===== src/rtl/dds_cfg_pkg.sv =====
// rtl/dds_cfg_pkg.sv - shared constants, opcodes and FSM state type for the DDS command controller
package dds_cfg_pkg;

  localparam logic [7:0] SYNC_BYTE    = 8'hA5;
  localparam logic [7:0] OP_SET_FWORD = 8'h10;
  localparam logic [7:0] OP_SET_PHASE = 8'h11;
  localparam logic [7:0] OP_SET_EN    = 8'h12;
  localparam logic [7:0] OP_COMMIT    = 8'h20;
  localparam logic [7:0] OP_READ_STAT = 8'h30;

  localparam logic [2:0] LEN_SET_FWORD = 3'd4;
  localparam logic [2:0] LEN_SET_PHASE = 3'd2;
  localparam logic [2:0] LEN_SET_EN    = 3'd1;
  localparam logic [2:0] LEN_NONE      = 3'd0;

  localparam logic [7:0] ACK_BYTE = 8'h5A;
  localparam logic [7:0] NAK_BYTE = 8'hEE;
  localparam logic [7:0] TX_RST   = 8'hC3;

  typedef enum logic [1:0] {
    ST_IDLE,
    ST_CMD,
    ST_PAYLOAD,
    ST_CHECK
  } state_t;

  function automatic logic op_known(input logic [7:0] op);
    return (op == OP_SET_FWORD) || (op == OP_SET_PHASE) || (op == OP_SET_EN) ||
           (op == OP_COMMIT) || (op == OP_READ_STAT);
  endfunction

  function automatic logic [2:0] op_len(input logic [7:0] op);
    case (op)
      OP_SET_FWORD: return LEN_SET_FWORD;
      OP_SET_PHASE: return LEN_SET_PHASE;
      OP_SET_EN:    return LEN_SET_EN;
      default:      return LEN_NONE;
    endcase
  endfunction

endpackage


===== src/rtl/dds_byte_sync.sv =====
// rtl/dds_byte_sync.sv - synchronises the SPI byte flag and emits a one-cycle byte strobe
module dds_byte_sync (
  input  logic       clk,
  input  logic       rst,
  input  logic       i_rx_flag,
  input  logic [7:0] i_rx_data,
  output logic       o_byte_valid,
  output logic [7:0] o_byte
);

  logic r_sync1, r_sync2, r_sync3;

  always_ff @(posedge clk or negedge rst) begin
    if (!rst) begin
      r_sync1 <= 1'b0;
      r_sync2 <= 1'b0;
      r_sync3 <= 1'b0;
    end else begin
      r_sync1 <= i_rx_flag;
      r_sync2 <= r_sync1;
      r_sync3 <= r_sync2;
    end
  end

  // rx_data is held stable by the SPI slave while the flag is high, so it is
  // safe to sample directly in the strobe cycle.
  assign o_byte_valid = r_sync2 & ~r_sync3;
  assign o_byte       = i_rx_data;

endmodule


===== src/rtl/dds_cmd_ctrl.sv =====
// rtl/dds_cmd_ctrl.sv - framed SPI command parser with shadowed, atomically committed DDS settings
module dds_cmd_ctrl #(
  parameter int FWORD_W     = 32,
  parameter int PHASE_W     = 12,
  parameter int TIMEOUT_CYC = 30000
) (
  input  logic               clk,
  input  logic               rst,
  input  logic               rx_flag,
  input  logic [7:0]         rx_data,
  output logic [7:0]         tx_data,
  output logic [FWORD_W-1:0] fword,
  output logic [PHASE_W-1:0] phase_off,
  output logic               out_en,
  output logic               cfg_update,
  output logic [7:0]         err_cnt,
  output logic               busy
);
  import dds_cfg_pkg::*;

  localparam int TMO_W = $clog2(TIMEOUT_CYC + 1);

  logic               w_bv;
  logic [7:0]         w_byte;
  state_t             r_state, w_state_nxt;
  logic               w_ok, w_bad, w_tmo_fire;
  logic [7:0]         r_op, r_xor;
  logic [2:0]         r_len;
  logic [31:0]        r_stage;
  logic [FWORD_W-1:0] r_sh_fword;
  logic [PHASE_W-1:0] r_sh_phase;
  logic               r_sh_en, r_dirty;
  logic [TMO_W-1:0]   r_tmo;

  dds_byte_sync u_sync (
    .clk          (clk),
    .rst          (rst),
    .i_rx_flag    (rx_flag),
    .i_rx_data    (rx_data),
    .o_byte_valid (w_bv),
    .o_byte       (w_byte)
  );

  // A byte arriving in the expiry cycle takes priority over the timeout.
  assign w_tmo_fire = (r_state != ST_IDLE) && !w_bv && (r_tmo == TMO_W'(TIMEOUT_CYC - 1));
  assign busy       = (r_state != ST_IDLE);

  always_ff @(posedge clk or negedge rst) begin
    if (!rst) r_state <= ST_IDLE;
    else      r_state <= w_state_nxt;
  end

  always_comb begin
    w_state_nxt = r_state;
    w_ok        = 1'b0;
    w_bad       = 1'b0;
    if (w_tmo_fire) begin
      w_state_nxt = ST_IDLE;
      w_bad       = 1'b1;
    end else if (w_bv) begin
      case (r_state)
        ST_IDLE:    if (w_byte == SYNC_BYTE) w_state_nxt = ST_CMD;
        ST_CMD: begin
          if (!op_known(w_byte)) begin
            w_state_nxt = ST_IDLE;
            w_bad       = 1'b1;
          end else if (op_len(w_byte) != LEN_NONE) begin
            w_state_nxt = ST_PAYLOAD;
          end else begin
            w_state_nxt = ST_CHECK;
          end
        end
        ST_PAYLOAD: if (r_len == 3'd1) w_state_nxt = ST_CHECK;
        ST_CHECK: begin
          w_state_nxt = ST_IDLE;
          if (w_byte == r_xor) w_ok  = 1'b1;
          else                 w_bad = 1'b1;
        end
        default:    w_state_nxt = ST_IDLE;
      endcase
    end
  end

  always_ff @(posedge clk or negedge rst) begin
    if (!rst) begin
      r_op       <= '0;
      r_xor      <= '0;
      r_len      <= '0;
      r_stage    <= '0;
      r_sh_fword <= '0;
      r_sh_phase <= '0;
      r_sh_en    <= 1'b0;
      r_dirty    <= 1'b0;
      r_tmo      <= '0;
      fword      <= '0;
      phase_off  <= '0;
      out_en     <= 1'b0;
      cfg_update <= 1'b0;
      err_cnt    <= '0;
      tx_data    <= TX_RST;
    end else begin
      cfg_update <= 1'b0;
      if (w_bv || r_state == ST_IDLE) r_tmo <= '0;
      else                            r_tmo <= r_tmo + 1'b1;

      if (w_bv && r_state == ST_CMD) begin
        r_op    <= w_byte;
        r_len   <= op_len(w_byte);
        r_xor   <= w_byte;
        r_stage <= '0;
      end else if (w_bv && r_state == ST_PAYLOAD) begin
        // LSB-first: after N shifts the payload sits in the top N bytes.
        r_stage <= {w_byte, r_stage[31:8]};
        r_xor   <= r_xor ^ w_byte;
        r_len   <= r_len - 1'b1;
      end

      if (w_bad) begin
        if (err_cnt != 8'hFF) err_cnt <= err_cnt + 1'b1;
        tx_data <= NAK_BYTE;
      end

      if (w_ok) begin
        tx_data <= ACK_BYTE;
        case (r_op)
          OP_SET_FWORD: begin
            r_sh_fword <= r_stage[FWORD_W-1:0];
            r_dirty    <= 1'b1;
          end
          OP_SET_PHASE: begin
            r_sh_phase <= r_stage[16 +: PHASE_W];
            r_dirty    <= 1'b1;
          end
          OP_SET_EN: begin
            r_sh_en <= r_stage[24];
            r_dirty <= 1'b1;
          end
          OP_COMMIT: begin
            fword      <= r_sh_fword;
            phase_off  <= r_sh_phase;
            out_en     <= r_sh_en;
            cfg_update <= 1'b1;
            r_dirty    <= 1'b0;
          end
          OP_READ_STAT: tx_data <= {out_en, r_dirty, 2'b00, err_cnt[3:0]};
          default: ;
        endcase
      end
    end
  end

endmodule


===== config.mk =====
export PLATFORM = sky130hd
export DESIGN_NAME = dds_cmd_ctrl
export DESIGN_NICKNAME = d
export VERILOG_FILES = /design/src/rtl/dds_cfg_pkg.sv /design/src/rtl/dds_byte_sync.sv /design/src/rtl/dds_cmd_ctrl.sv
export SDC_FILE = /design/constraint.sdc
export NUM_CORES = 1
export LEC_CHECK = 0
export CORE_MARGIN = 2
export CORE_UTILIZATION = 45
export CTS_CLUSTER_DIAMETER = 30
export DETAILED_ROUTE_END_ITERATION = 7
export MAX_ROUTING_LAYER = met4
export PLACE_DENSITY = 0.62
export SKIP_LAST_GASP = 1
export SLEW_MARGIN = 20
export SYNTH_ARGS = -nofsm -noshare
export SYNTH_HDL_FRONTEND = slang
export SYNTH_SLANG_ARGS = --single-unit

===== constraint.sdc =====
create_clock -name clk -period 7.9 [get_ports clk]
set_clock_uncertainty 0.15 [all_clocks]
set_input_delay 2.37 -clock clk [delete_from_list [all_inputs] [get_ports clk]]
set_output_delay 2.37 -clock clk [all_outputs]
set_load 0.01 [all_outputs]

; ---- Word level (Yosys, flattened, before mapping)
; Cells that the tools add are included.
[totals]
reg_bits = 179
input_bits = 11
output_inout_bits = 63
word_cells = 104
[classes]
n_addsub = 3
eq_ne = 20
mux = 34
n_bitwise = 3
reduce_logical = 25
[ops]
columns = operator, count
row1 = 32-bit two-way mux, 2
row2 = 8-bit by 5-bit equality test with 1-bit output (second input constant), 6
row3 = 8-bit two-way mux, 5
row4 = 8-bit by 6-bit equality test with 1-bit output (second input constant), 4
row5 = 3-bit two-way mux, 6
row6 = 15-bit by 1-bit adder with 15-bit output (second input constant), 1
row7 = 15-bit equality test (second input constant), 1
row8 = 15-bit two-way mux, 1
row9 = 2-bit AND reduction, 6
row10 = 1-bit two-way mux, 11
row11 = 2-bit two-way mux, 5
row12 = 2-bit nonzero test, 5
row13 = 3-bit case mux with 3 select lines, 1
row14 = 8-bit by 1-bit adder with 8-bit output (second input constant), 1
row15 = 8-bit equality test, 1
row16 = 8-bit equality test (second input constant), 1
row17 = 8-bit inequality test (second input constant), 1
row18 = 2-bit case mux with 4 select lines, 1
row19 = 8-bit bitwise XOR, 1
row20 = 3-bit inequality test (second input constant), 2
row21 = 1-bit logical OR, 5
row22 = 2-bit equality test (second input constant), 2
row23 = 1-bit logical AND, 4
row24 = 1-bit case mux with 2 select lines, 2
row25 = 10 further kinds, 10

; ---- Logic depth before layout (Yosys ltp)
[logic_depth]
word_depth = 15
ltp_mapped = 9
ltp_nobuf = 7

; ---- Modules after synthesis
; A second synthesis with hierarchy kept.
[hier_totals]
hier_cells = 566
area_unflattened_um2 = 7380.8
[modules_own_cells]
columns = module, n_inst, cells_each, area_each_um2, seq_area_each_um2
row1 = dds_cmd_ctrl, 1, 554, 7231.9, 4409.2
row2 = dds_byte_sync, 1, 12, 148.9, 75.1

; ---- Worst setup path after synthesis
; Ideal clock, no wire load.
[synth_timing]
path_kind = input -> register
from = in rx_data[1]
to = reg fword[0]
setup_ns = 0.125
arrival_time_ns = 4.359
slack_ns = 3.266
stages = 9
path_buffers = 3
cell_sequence = buf_2 xor2_1 or4_4 nor3_4 nand2_2 nor3b_2 buf_6 buf_12 mux2_4
[synth_via]
elab_chain_cells = 6
[synth_rtl]
columns = item, line_no
row1 = "start, declared", dds_cmd_ctrl.sv:10  ; input logic [7:0] rx_data,
row2 = 8-bit equality test, dds_cmd_ctrl.sv:76  ; if (w_byte == r_xor) w_ok = 1'b1;
row3 = 1-bit two-way mux, dds_cmd_ctrl.sv:76
row4 = 1-bit two-way mux, dds_cmd_ctrl.sv:61  ; case (r_state)
row5 = 1-bit two-way mux, dds_cmd_ctrl.sv:60  ; end else if (w_bv) begin
row6 = 1-bit two-way mux, dds_cmd_ctrl.sv:57  ; if (w_tmo_fire) begin
row7 = 2-bit AND reduction (no line), --
row8 = "end signal, assigned", dds_cmd_ctrl.sv:139  ; fword <= r_sh_fword;
row9 = "end, declared", dds_cmd_ctrl.sv:12  ; output logic [FWORD_W-1:0] fword,
; Every way passes these cells.
; A chain may end at the register's enable or synchronous reset.

; ---- Final worst setup path
[layout_timing]
from = in rx_data[7]
to = reg phase_off[3]
[layout_via]
elab_chain_cells = 6
[layout_rtl]
columns = item, line_no
row1 = 8-bit equality test, dds_cmd_ctrl.sv:76
row2 = 1-bit two-way mux, dds_cmd_ctrl.sv:76
row3 = 1-bit two-way mux, dds_cmd_ctrl.sv:61
row4 = 1-bit two-way mux, dds_cmd_ctrl.sv:60
row5 = 1-bit two-way mux, dds_cmd_ctrl.sv:57
row6 = 2-bit AND reduction (no line), --
row7 = "end signal, assigned", dds_cmd_ctrl.sv:140  ; phase_off <= r_sh_phase;
row8 = "end, declared", dds_cmd_ctrl.sv:13  ; output logic [PHASE_W-1:0] phase_off,
; Every way passes these cells.

==> flow_summary.yaml <==
run_status:
  status: "completed"
timing:
  worst_slack_ns: 2.82
  fin_tns_setup_ns: 0
  post-route-min-period_ns: 5.08
  fin_crit_sh_pct: 64.4
  finalSetupViolCount: 0
  drv_slew: 0
  worst_pin_slew_ns: 0.958
  fmax_mhz: 197
  hold_violations: 0
  slew_headroom_pct: 35.6
  rsz0062_at_grt: "no"
placed_design:
  dp_cells: 851
  place_congestion: 0.859
  dp_slack_ns: 2.37
  dp_hpwl_mm: 10.0
  port-buffer-count: 73
die:
  fp.dieW_um: 134
  rows: 47
  die_y_um: 134
  design.core.area_um2: 16500
  initial_core_util_pct: 46.0
  dieArea_um2: 17900
  ioPinCount: 74
yosys:
  synth_nets: 598
  ys_seq_area_share_pct: 59.0
  synth.area.top_cells: "dfrtp_1 (58%), mux2_4 (7.9%), mux2_2 (7.6%)"
  syn_inst: 583
  synth_cell_type_count: 47
  netlist.area_leader.share_pct: 57.6
  synth_area_um2: 7600
  syn-mean-instance-area_um2: 13.0
  yosysTopAreaCell: "dfrtp_1"
  synth_edf_count: 0
  async_flop_share_pct: 100
  yosysWarnings: 0
  synthFlopType: "dfrtp_1"
  ys_seq_elements: 179
cells_and_area:
  post-route-util_pct: 54.5
  layout_common_cells: "dfrtp_1 (175), clkdlybuf4s50_1 (72), nand2_1 (52)"
  antenna_cells: 0
  area_delta_synth_final_pct: 18.4
  fin_nets: 665
  final_cells: 883
  nFillCells: 1375
  drive_gt1_share_pct: 21.7
  final_common_cell: "dfrtp_1"
routing:
  vias: 4800
  post_drt_wl_per_cell_um: 17.2
  ant_nets: 0
  vias_per_cell: 5.44
  drc: 0
  dr.pass1.iters: 4
  wirelength_mm: 15.2
  drt_iter0_markers: 275
clocking:
  cts_tree: "done"
  clock-root-buffer: "clkbuf_16"
  cts_inserted_buffers: 17
  clock_latency_ns: 0.43
  ctsHtreeMaxLevel: 4
  cts_setup_buffers: 0
  clk_pin_slew_worst_paths_ns: 0.07
  cts_hold_buf: 0
  clock_sinks: 179
  ctsResizeCount: 0
  clockBufferDepth: 2
grt:
  grtUsageTotal_pct: 18.9
  first_global_vias: 4908
  grt_antenna_before_repair: 0
  grt_pass1_wl_mm: 25.9
  grt_overflow: 0
  grt_max_degree: 121
power:
  power_frac_seq_pct: 52.9
  power.leakage_nw: 4.07
  p_sw_uw: 583
  cellPowerDensity_nw_per_um2: 237
  p_int_mw: 1.56
  ir_drop_mv: 0.166
  p_sw_share_pct: 27.3
  combPwrFrac_pct: 9.9
  p_total_mw: 2.14
  power.clock.fraction_pct: 37.2
critical_path:
  end_kind: "flip-flop"
  r2r_cells: 7
  required_ns: 8.06
  worstSetupStartpoint: "rx_data[7]"
  rrSetupSlack_ns: 4.96
  r2r-end: "phase_off[3]"
  worst_setup_path_start_kind: "input port"
  worst_ep_arrival_time_ns: 5.25
  path_max_fanout: 29
  rr_startpoint: "r_xor[7]"
  critPathCapture: "phase_off[3]"
  path_class: "input port to flip-flop"
hold_path:
  hp-class: "flip-flop to flip-flop"
run:
  maxCapViolCount: 0
## critical path, cell delays in order
cell and delay (ns):
clkdlybuf4s50_1 0.57, xor2_1 0.25, or4_4 0.57, nor3_4 0.27, nand2_2 0.13, nor3b_4 0.21
buf_4 0.47, mux2_2 0.39
## sequential cells by signal, summed over array words and instances (netlist names), 2 cells and up
| register | count |
|---|---|
| tx_data | 8 |
| r_op | 8 |
| fword | 32 |
| r_state | 2 |
| r_len | 3 |
| r_sh_phase | 12 |
| err_cnt | 8 |
| r_tmo | 15 |
| r_xor | 8 |
| r_stage | 32 |
| r_sh_fword | 32 |
| phase_off | 12 |
## final cells by class
type | count | area, um2 | area share (%)
multi-input combinational | 360 | 2860 | 31.7
clock buffer | 18 | 439 | 4.88
sequential | 179 | 4480 | 49.8
timing repair buffer | 79 | 779 | 8.66
tap | 220 | 275 | 3.06
inverter | 13 | 48.8 | 0.542
clock inverter | 14 | 119 | 1.32
## cells by family after synthesis
family                     Yosys count  share of synthesized area [%]
AOI/OAI and AO/OA                  104                           9.68
xor gates and xnor gates            24                           2.77
adders and majority gates            4                          0.658
buffers and inverters               44                           3.52
DFF                                179                           59.0
muxes                               91                           15.5
and+or+nand+nor                    137                           8.94
## how the worst min path moves through the flow
| stage | depth (start not counted) | from | to | slack [ns] |
|---|---|---|---|---|
| 6_report | 0 | u_sync.r_sync1 | u_sync.r_sync2 | 0.22 |
| 5_1_grt | 0 | u_sync.r_sync1 | u_sync.r_sync2 | 0.23 |
| 4_1_cts | 0 | u_sync.r_sync1 | u_sync.r_sync2 | 0.22 |
| 3_5_place_dp | 0 | u_sync.r_sync1 | u_sync.r_sync2 | 0.20 |
| 3_3_place_gp | 0 | u_sync.r_sync1 | u_sync.r_sync2 | 0.18 |
| 2_1_floorplan | 0 | u_sync.r_sync1 | u_sync.r_sync2 | 0.18 |
## power groups by stage
stage / clock network (mW) / logic (mW) / registers [mW]
6_report: 0.795 / 0.212 / 1.13
5_1_grt: 0.860 / 0.241 / 1.15
4_1_cts: 0.811 / 0.215 / 1.13
3_5_place_dp: 0 / 0.214 / 1.15
3_3_place_gp: 0 / 0.209 / 1.15
2_1_floorplan: 0 / 0.144 / 1.11
## cells in the mapped netlist (all sizes together) (11+ instances only)
library cell / n
dfrtp: 175
mux2: 91
nand2: 53
nor2: 35
a22o: 32
a21oi: 18
buf: 18
o21ai: 15
xor2: 15
clkbuf: 13
inv: 12
a211oi: 11
## metal layers
layer | up-vias | global-route usage, % | part of all wire (%)
met5 | - | - | 0
met4 | 0 | 6.21 | 1.5
met3 | 18 | 3.44 | 3.3
met2 | 101 | 28.9 | 48
met1 | 2458 | 25.8 | 47
li1 | 2223 | - | -
## metrics by stage
| step | cell area, um2 | hold slack, ns |
|---|---|---|
| 5_1_grt | 9000 | 0.230 |
| 3_3_place_gp | 8440 | 0.184 |
| 3_5_place_dp | 8440 | 0.202 |
| 2_1_floorplan | 7600 | 0.181 |
| 4_1_cts | 9000 | 0.221 |
| 6_report | 9000 | 0.219 |
(Power assumes the default switching activity.)
